<file path="src/rtl/store_buffer.sv">
// Store buffer: formats SB/SH/SW requests into word-aligned, lane-replicated, byte-masked
// entries, queues them in a FIFO, drains one per cycle and flags loads to pending words.
module store_buffer #(
  parameter int unsigned DM_ADDRESS = 9,
  parameter int unsigned DATA_W     = 32,
  parameter int unsigned DEPTH      = 4
) (
  input  logic                     clk,
  input  logic                     reset,
  input  logic                     st_valid,
  output logic                     st_ready,
  input  logic [DM_ADDRESS-1:0]    st_addr,
  input  logic [DATA_W-1:0]        st_data,
  input  logic [2:0]               st_funct3,
  output logic                     st_misalign,
  output logic                     mem_wr_en,
  input  logic                     mem_ready,
  output logic [DM_ADDRESS-1:0]    mem_waddr,
  output logic [DATA_W-1:0]        mem_wdata,
  output logic [3:0]               mem_wmask,
  input  logic                     ld_valid,
  input  logic [DM_ADDRESS-1:0]    ld_addr,
  output logic                     ld_hazard,
  output logic                     empty,
  output logic                     full,
  output logic [$clog2(DEPTH):0]   count
);

  localparam int unsigned PtrW = $clog2(DEPTH);
  localparam int unsigned CntW = PtrW + 1;

  logic [DM_ADDRESS-1:0] waddr_q [DEPTH];
  logic [DM_ADDRESS-1:0] waddr_d [DEPTH];
  logic [DATA_W-1:0]     wdata_q [DEPTH];
  logic [DATA_W-1:0]     wdata_d [DEPTH];
  logic [3:0]            wmask_q [DEPTH];
  logic [3:0]            wmask_d [DEPTH];
  logic [DEPTH-1:0]      valid_q, valid_d;
  logic [PtrW-1:0]       wr_ptr_q, wr_ptr_d, rd_ptr_q, rd_ptr_d;
  logic [CntW-1:0]       count_q, count_d;
  logic                  misalign_q, misalign_d;

  logic              fmt_ok;
  logic [3:0]        fmt_mask;
  logic [DATA_W-1:0] fmt_data;
  logic              enq, deq, ld_hit;

  always_comb begin
    fmt_ok   = 1'b0;
    fmt_mask = 4'b0000;
    fmt_data = st_data;
    case (st_funct3)
      3'b000: begin
        fmt_ok   = 1'b1;
        fmt_mask = 4'b0001 << st_addr[1:0];
        fmt_data = {4{st_data[7:0]}};
      end
      3'b001: begin
        fmt_ok   = ~st_addr[0];
        fmt_mask = st_addr[1] ? 4'b1100 : 4'b0011;
        fmt_data = {2{st_data[15:0]}};
      end
      3'b010: begin
        fmt_ok   = (st_addr[1:0] == 2'b00);
        fmt_mask = 4'b1111;
        fmt_data = st_data;
      end
      default: fmt_ok = 1'b0;
    endcase
  end

  assign full      = (count_q == CntW'(DEPTH));
  assign empty     = (count_q == '0);
  assign count     = count_q;
  assign st_ready  = ~full;
  assign mem_wr_en = ~empty;
  assign mem_waddr = waddr_q[rd_ptr_q];
  assign mem_wdata = wdata_q[rd_ptr_q];
  assign mem_wmask = wmask_q[rd_ptr_q];
  assign st_misalign = misalign_q;

  assign enq = st_valid & st_ready & fmt_ok;
  assign deq = mem_wr_en & mem_ready;
  assign misalign_d = st_valid & st_ready & ~fmt_ok;

  always_comb begin
    waddr_d = waddr_q;
    wdata_d = wdata_q;
    wmask_d = wmask_q;
    valid_d = valid_q;
    if (deq) valid_d[rd_ptr_q] = 1'b0;
    // Enqueue and dequeue never share a slot: that would need count 0 (no deq) or full (no enq).
    if (enq) begin
      valid_d[wr_ptr_q] = 1'b1;
      waddr_d[wr_ptr_q] = {st_addr[DM_ADDRESS-1:2], 2'b00};
      wdata_d[wr_ptr_q] = fmt_data;
      wmask_d[wr_ptr_q] = fmt_mask;
    end
    wr_ptr_d = wr_ptr_q + PtrW'(enq);
    rd_ptr_d = rd_ptr_q + PtrW'(deq);
    count_d  = count_q + CntW'(enq) - CntW'(deq);
  end

  // Entries leaving this cycle still block loads; entries arriving this cycle do not.
  always_comb begin
    ld_hit = 1'b0;
    for (int i = 0; i < DEPTH; i++) begin
      if (valid_q[i] && (waddr_q[i][DM_ADDRESS-1:2] == ld_addr[DM_ADDRESS-1:2])) ld_hit = 1'b1;
    end
  end
  assign ld_hazard = ld_valid & ld_hit;

  always_ff @(posedge clk) begin
    if (reset) begin
      waddr_q    <= '{default: '0};
      wdata_q    <= '{default: '0};
      wmask_q    <= '{default: '0};
      valid_q    <= '0;
      wr_ptr_q   <= '0;
      rd_ptr_q   <= '0;
      count_q    <= '0;
      misalign_q <= 1'b0;
    end else begin
      waddr_q    <= waddr_d;
      wdata_q    <= wdata_d;
      wmask_q    <= wmask_d;
      valid_q    <= valid_d;
      wr_ptr_q   <= wr_ptr_d;
      rd_ptr_q   <= rd_ptr_d;
      count_q    <= count_d;
      misalign_q <= misalign_d;
    end
  end

endmodule
</file>
<file path="config.mk">
export PLATFORM = sky130hd
export DESIGN_NAME = store_buffer
export DESIGN_NICKNAME = d
export VERILOG_FILES = /design/src/rtl/store_buffer.sv
export SDC_FILE = /design/constraint.sdc
export NUM_CORES = 1
export LEC_CHECK = 0
export CAP_MARGIN = 40
export CORE_MARGIN = 4
export CORE_UTILIZATION = 25
export DETAILED_ROUTE_END_ITERATION = 10
export PLACE_DENSITY = 0.5
export SYNTH_ARGS = -nofsm -noshare
export SYNTH_HDL_FRONTEND = slang
export SYNTH_SLANG_ARGS = --single-unit
</file>
<file path="constraint.sdc">
create_clock -name clk -period 3.6 [get_ports clk]
set_input_delay 0.72 -clock clk [delete_from_list [all_inputs] [get_ports clk]]
set_output_delay 0.72 -clock clk [all_outputs]
set_load 0.01 [all_outputs]
</file>
==> summary.md <==
| Metric | Value |
|---|---|
| Status | `complete, no violations` |
| Gate Count Post-Synth | `906` |
| Critical Path Start | `ld_addr[3]` |
| GR Overflow Total | `0` |
| Synth top area share | `44.94%` |
| Die X | `189.1 um` |
| Worst-case clock buffer depth | `2` |
| DP HPWL | `15.73 mm` |
| Clk sink count | `184` |
| H-tree levels | `4` |
| CTS tree | `done` |
| Largest net degree at the start of global routing | `80` |
| Least-Margin Pin Slew | `607.4 ps` |
| Worst slew margin | `59.51%` |
| CTS Hold Bufs | `0` |
| Ratio of cells with drive above 1 in the final layout | `11.47%` |
| RR Startpoint | `count[2]$_SDFF_PP0_` |
| Logic pwr share | `18.8%` |
| Row cnt | `66` |
| Final Cycle Share | `93.91%` |
| Crit-path max FO | `4` |
| Die area | `0.03575 mm2` |
| Final Setup Violations | `0` |
| Fin. max-slew vios | `0` |
| Detailed Route Iter0 Violations | `406` |
| Port buffer count | `107` |
| Final setup TNS | `0 ps` |
| F_max | `295.8 MHz` |
| Worst Path Required | `2880 ps` |
| Clk pwr share | `39.0%` |
| Minimum clock period | `3381 ps` |
| Clock Pin Slew Worst Setup and Hold Paths | `80 ps` |
| First-pass GRT wire length | `39.46 mm` |
| Synth top area cells | `dfxtp_1 (45%), mux4_2 (12%), nand2_1 (10%), a21oi_1 (7.6%), a211oi_1 (5.9%)` |
| Final WL | `24.51 mm` |
| Clk root buf | `clkbuf_16` |
| Worst Hold Class | `flop to flop` |
| Post-layout util | `32.06%` |
| Post-DR wirelength/cell | `17.07 um` |
| Hold_sp | `wdata_q[100]$_SDFFE_PP0P_` |
| Cell Area, Synth | `0.008197 mm2` |
| Final Hold Viols | `0` |
| Tot GR Track Use | `13.93%` |
| Number of global-route vias before repair | `6,764` |
| Most frequent cells in the layout | `nand2_1 (222), dfxtp_1 (182), a21oi_1 (125), clkdlybuf4s50_1 (106), nor2_1 (81)` |
| RSZ-0062 raised after global routing | `no` |
| Distinct cells, synth | `40` |
| P per Cell Area | `504.3 mW/mm2` |
| Chip height | `189.1 um` |
| P_sw | `1650 uW` |
| Via-per-instance ratio | `4.612` |
| Setup Buffers After CTS | `0` |
| Syn_area_per_cell | `9.047 um2` |
| Commonest non-fill, non-tap cell in the layout | `nand2_1` |
| Skew final | `13.22 ps` |
| Core Box Area | `0.03245 mm2` |
| WP data arrival | `2660 ps` |
| Seq pwr share | `42.2%` |
| Static leakage | `0.003293 uW` |
| Worst setup SP type | `input port` |
| Inserted Clock Buffers | `17` |
| PostCTS Resize Cnt | `0` |
| Starting Density | `25.26%` |
| DRC violations left | `0` |
| Largest area contributor in the netlist | `dfxtp_1` |
| Max Cap Viol | `0` |
| Final #Nets | `1,042` |
| Initial antenna violation count | `0` |
| Register area share after synthesis | `44.94%` |
| Sw Share | `31.46%` |
| FF+latch count, synth | `184` |
| VDD IR-drop max | `0.3494 mV` |
| Crit end category | `output port` |
| I/O Pins | `112` |
| DR vias | `6,623` |
| YS warnings | `0` |
| Drt pass-1 iters | `4` |
| Routability cong. | `0.7880` |
| Post-route ant nets | `0` |
| Area Growth Syn to Fin | `26.93%` |
| Inserted Diodes | `0` |
| Critical path type | `input port to output port` |
| Internal | `3596 uW` |
| Clock Latency Late Sink | `440 ps` |
[worst max-delay path, stage by stage]
cell	delay [ps]
clkdlybuf4s50_1	510
xor2_1	190
nor4_1	350
nand4_1	120
o21ai_0	90
o21a_1	150
clkdlybuf4s50_1	530
[cells in the mapped netlist, drive strengths merged]
library cell and number:
buf 36, nor4b 1, mux2i 24, nand2b 4
or2 1, nor4 4, or3b 1, nor3 5
mux4 43, nor2b 3, a21oi 126, inv 6
dfxtp 184, fa 1, conb 1, xnor2 20
nand2 223, ha 2, a21bo 1, o21ai 7
or4b 1, o31ai 1, a211oi 64, or3 2
xor2 12, clkbuf 40, o21a 1, nand4 6
or4 2, a21o 1, nor2 83
[stage by stage]
stage,cells,hold slack [ps],area (um2),power [uW],setup WS (ps)
after floorplan,907,433.1,8200,2794,827.3
after global placement,1404,438.8,9744,3269,171.4
after detailed placement,1404,445.1,9744,3270,212.6
after CTS,1436,456.4,10400,5324,206.0
after global routing,1436,470.2,10400,5488,78.85
final,1436,454.2,10400,5246,219.2
[worst paths after layout]
check / cells after the start / slack [ps] / to
max reg2reg: 11 / 1160 / count[2]$_SDFF_PP0_
max: 7 / 220 / ld_hazard
min reg2reg: 2 / 450 / wdata_q[100]$_SDFFE_PP0P_
min: 2 / 450 / wdata_q[100]$_SDFFE_PP0P_
[cells by family (layout without fill, tap and decap cells)]
family | after synthesis | in the layout | synth area share (%)
AO/OA/AOI/OAI | 201 | 201 | 14.43
XOR/XNOR | 32 | 32 | 3.419
adder cells (fa/ha/maj) | 3 | 3 | 0.5495
buffers and inverters | 82 | 169 | 4.732
flip-flops | 184 | 184 | 44.94
multiplexers | 67 | 67 | 14.75
other | 1 | 2 | 0.04575
AND/OR/NAND/NOR | 336 | 336 | 17.14
[final cells by class]
cell class / count / area, um2
well taps: 442 / 553.0
multi-input cells: 641 / 4144
clock buffers: 17 / 425.4
repair buffers: 131 / 1336
fillers: 3350 / 22050
inverters: 6 / 22.52
flip-flops and latches: 184 / 3689
clock inverters: 15 / 234.0
[power groups by stage]
stage               Sequential (uW)  Combinational, uW  Clock, uW
floorplan                      2180                611          0
global placement               2270               1000          0
detailed placement             2270               1000          0
CTS                            2220               1010       2100
global route                   2240               1080       2170
finish                         2210                988       2050
[layer usage]
| metal | wire length [um] | GRT usage (%) | vias up |
|---|---|---|---|
| li1 | - | - | 3277 |
| met1 | 11460 | 18.97 | 3184 |
| met2 | 11650 | 22.64 | 133 |
| met3 | 982 | 2.729 | 29 |
| met4 | 412 | 3.924 | 0 |
| met5 | 0 | 0 | - |
[sequential cells by signal, summed over array words and instances (netlist names)]
register     cells
wdata_q        128
waddr_q         28
wmask_q         16
valid_q          4
count            3
rd_ptr_q         2
wr_ptr_q         2
st_misalign      1
Power figures use the tool's default switching activity.
==> RTL change (same flow settings) <==
Set the parameter `DEPTH` to 2 (it was 4).
--- a/src/rtl/store_buffer.sv
+++ b/src/rtl/store_buffer.sv
@@ -5,3 +5,3 @@
   parameter int unsigned DATA_W     = 32,
-  parameter int unsigned DEPTH      = 4
+  parameter int unsigned DEPTH      = 2
 ) (
Interface: changed (resized count); port bits go from 112 to 111. No check against the original RTL was run, so the function may have changed too.
==> RTL change against the unedited design <==
Wire length down 47%; sequential cell count down 91; count of clock-buffer cells in the layout down 4; synthesized area shrank 46%; power shrank 48%; via count decreased by 45%; final cell count down 45%; fmax grew 3.4%; worst setup slack better by 0.11 ns; design area decreased by 42%; non-clock buffer count is 15 lower; largest power group unchanged; highest routed layer unchanged.
==> RTL change: results (changes against the unedited design) <==
* Placed cell count at 773 (-45%)
* Leakage at 2.16 nW (-34%)
* First-pass GRT wire length at 20.3 mm (-48%)
* VDD IR max at 213 µV (-39%)
* Pre-CTS setup slack at 0.300 ns (+0.0871 ns)
* Largest net degree at the start of global routing at 57 (-29%)
* Non-filler cells, final at 789 (-45%)
* Slew HR at 0.478 (-0.117)
* P_int at 2.00 mW (-44%)
* Met2 global-route usage at 0.208 (-0.0182)
* H-tree depth at 3 (-1)
* Critical Path End: ld_hazard
* Vias in the first global route at 3875 (-43%)
* Hold Crit Start: wdata_q[60]
* DR WL met3 at 532 µm (-46%)
* Largest registers: wdata_q x64, waddr_q x14, wmask_q x8
* Power per cell area at 453 mW/mm² (-10%)
* Routed WL at 13.0 mm (-47%)
* Ranking of synthesized cells by area: dfxtp_1 (42%), mux2i_1 (12%), mux2_2 (11%), nor2_1 (6.4%), a211oi_1 (5.4%)
* Register-to-Register Path Depth at 7 (-4)
* Post_cts resized at 0 (unchanged)
* Grt met3 use at 0.0290 (+0.00170)
* Metal2 WL at 6.06 mm (-48%)
* Worst-path fanout max at 2 (-2)
* Post-route cell area at 0.00605 mm² (-42%)
* FF-to-FF End: wdata_q[33]
* Area after DPL at 0.00574 mm² (-41%)
* Met1 usage at 0.169 (-0.0208)
* Distinct cell type count after synthesis at 33 (-18%)
* CTS clk-pin slew, worst paths at 0.06 ns (-0.02 ns)
* Gp weighted congestion at 0.756 (-4.0%)
* Layout cell share with drive strength beyond 1 at 0.131 (+0.0165)
* Comb group at 0.633 mW (-36%)
* CTS Buf Count at 9 (-8)
* Final HPWL DP at 9.07 mm (-42%)
* Clock insertion delay at the later pin of the skew report at 0.34 ns (-0.10 ns)
* EDFF count, synth at 0 (unchanged)
* Register area share after synthesis at 0.417 (-0.0325)
* Hold Path End: wdata_q[60]
* DRT iter0 DRCs at 142 (-65%)
* Port bufs at 106 (-0.93%)
* Met1 Wirelength at 6.19 mm (-46%)
* Clock power share at 0.364 (-0.026)
* Fillers at 1774 (-47%)
* Worst Hold Class: flop to flop
* Asr flop ratio synth at 0 (unchanged)
* Final hold slack at 0.471 ns (+0.0168 ns)
* Vias per cell at 4.65 (+0.88%)
* Max frequency at 0.306 GHz (+3.4%)
* Reg-to-reg slack, setup at 1.48 ns (+0.32 ns)
* Worst EP arrival at 2.55 ns (-0.11 ns)
* Reg2Reg Launch Point: count[0]
* Top cells by count, synth: dfxtp_1 (93), nor2_1 (76), mux2i_1 (54)
* Cells after Synth at 471 (-48%)
* Clock Skew at 0.00372 ns (-0.00951 ns)
* Status: finished, final reports clean
* Setup crit start: ld_addr[4]
* Fin nets at 621 (-40%)
* Total GRT Usage at 0.129 (-0.00996)
[RTL change: changes by cell type after synthesis, moves of 20 or more]
cell      unedited run  this run
mux4_2              43         0
a21oi_1            125        28
mux2i_1             24        54
a211oi_1            64        32
nand2_1            222         9
dfxtp_1            184        93
mux2_2               0        43
nand2b_1             4        24
[RTL change: cells by family after synthesis]
group	count (synthesis)	share of synthesized area
flops	93	0.417
mux	97	0.229
buf+inv	47	0.0485
simple gates	128	0.133
xor+xnor	17	0.0333
compound gates	84	0.126
fa+ha+maj	4	0.0112
other cells	1	0.000840
[RTL change: layout make-up]
class                   instances  share of cell area
multi-input cells             332               0.396
inverters                       7             0.00434
clock inverters                 3             0.00703
well taps                     225              0.0465
flip-flops and latches         93               0.308
repair buffers                116               0.193
clock buffers                  13              0.0447
[RTL change: critical path, stage by stage]
cell	delay (ns)
clkdlybuf4s50_1	0.46
xor2_1	0.16
nor4_1	0.34
nand4_1	0.13
a21boi_1	0.17
clkdlybuf4s50_1	0.56
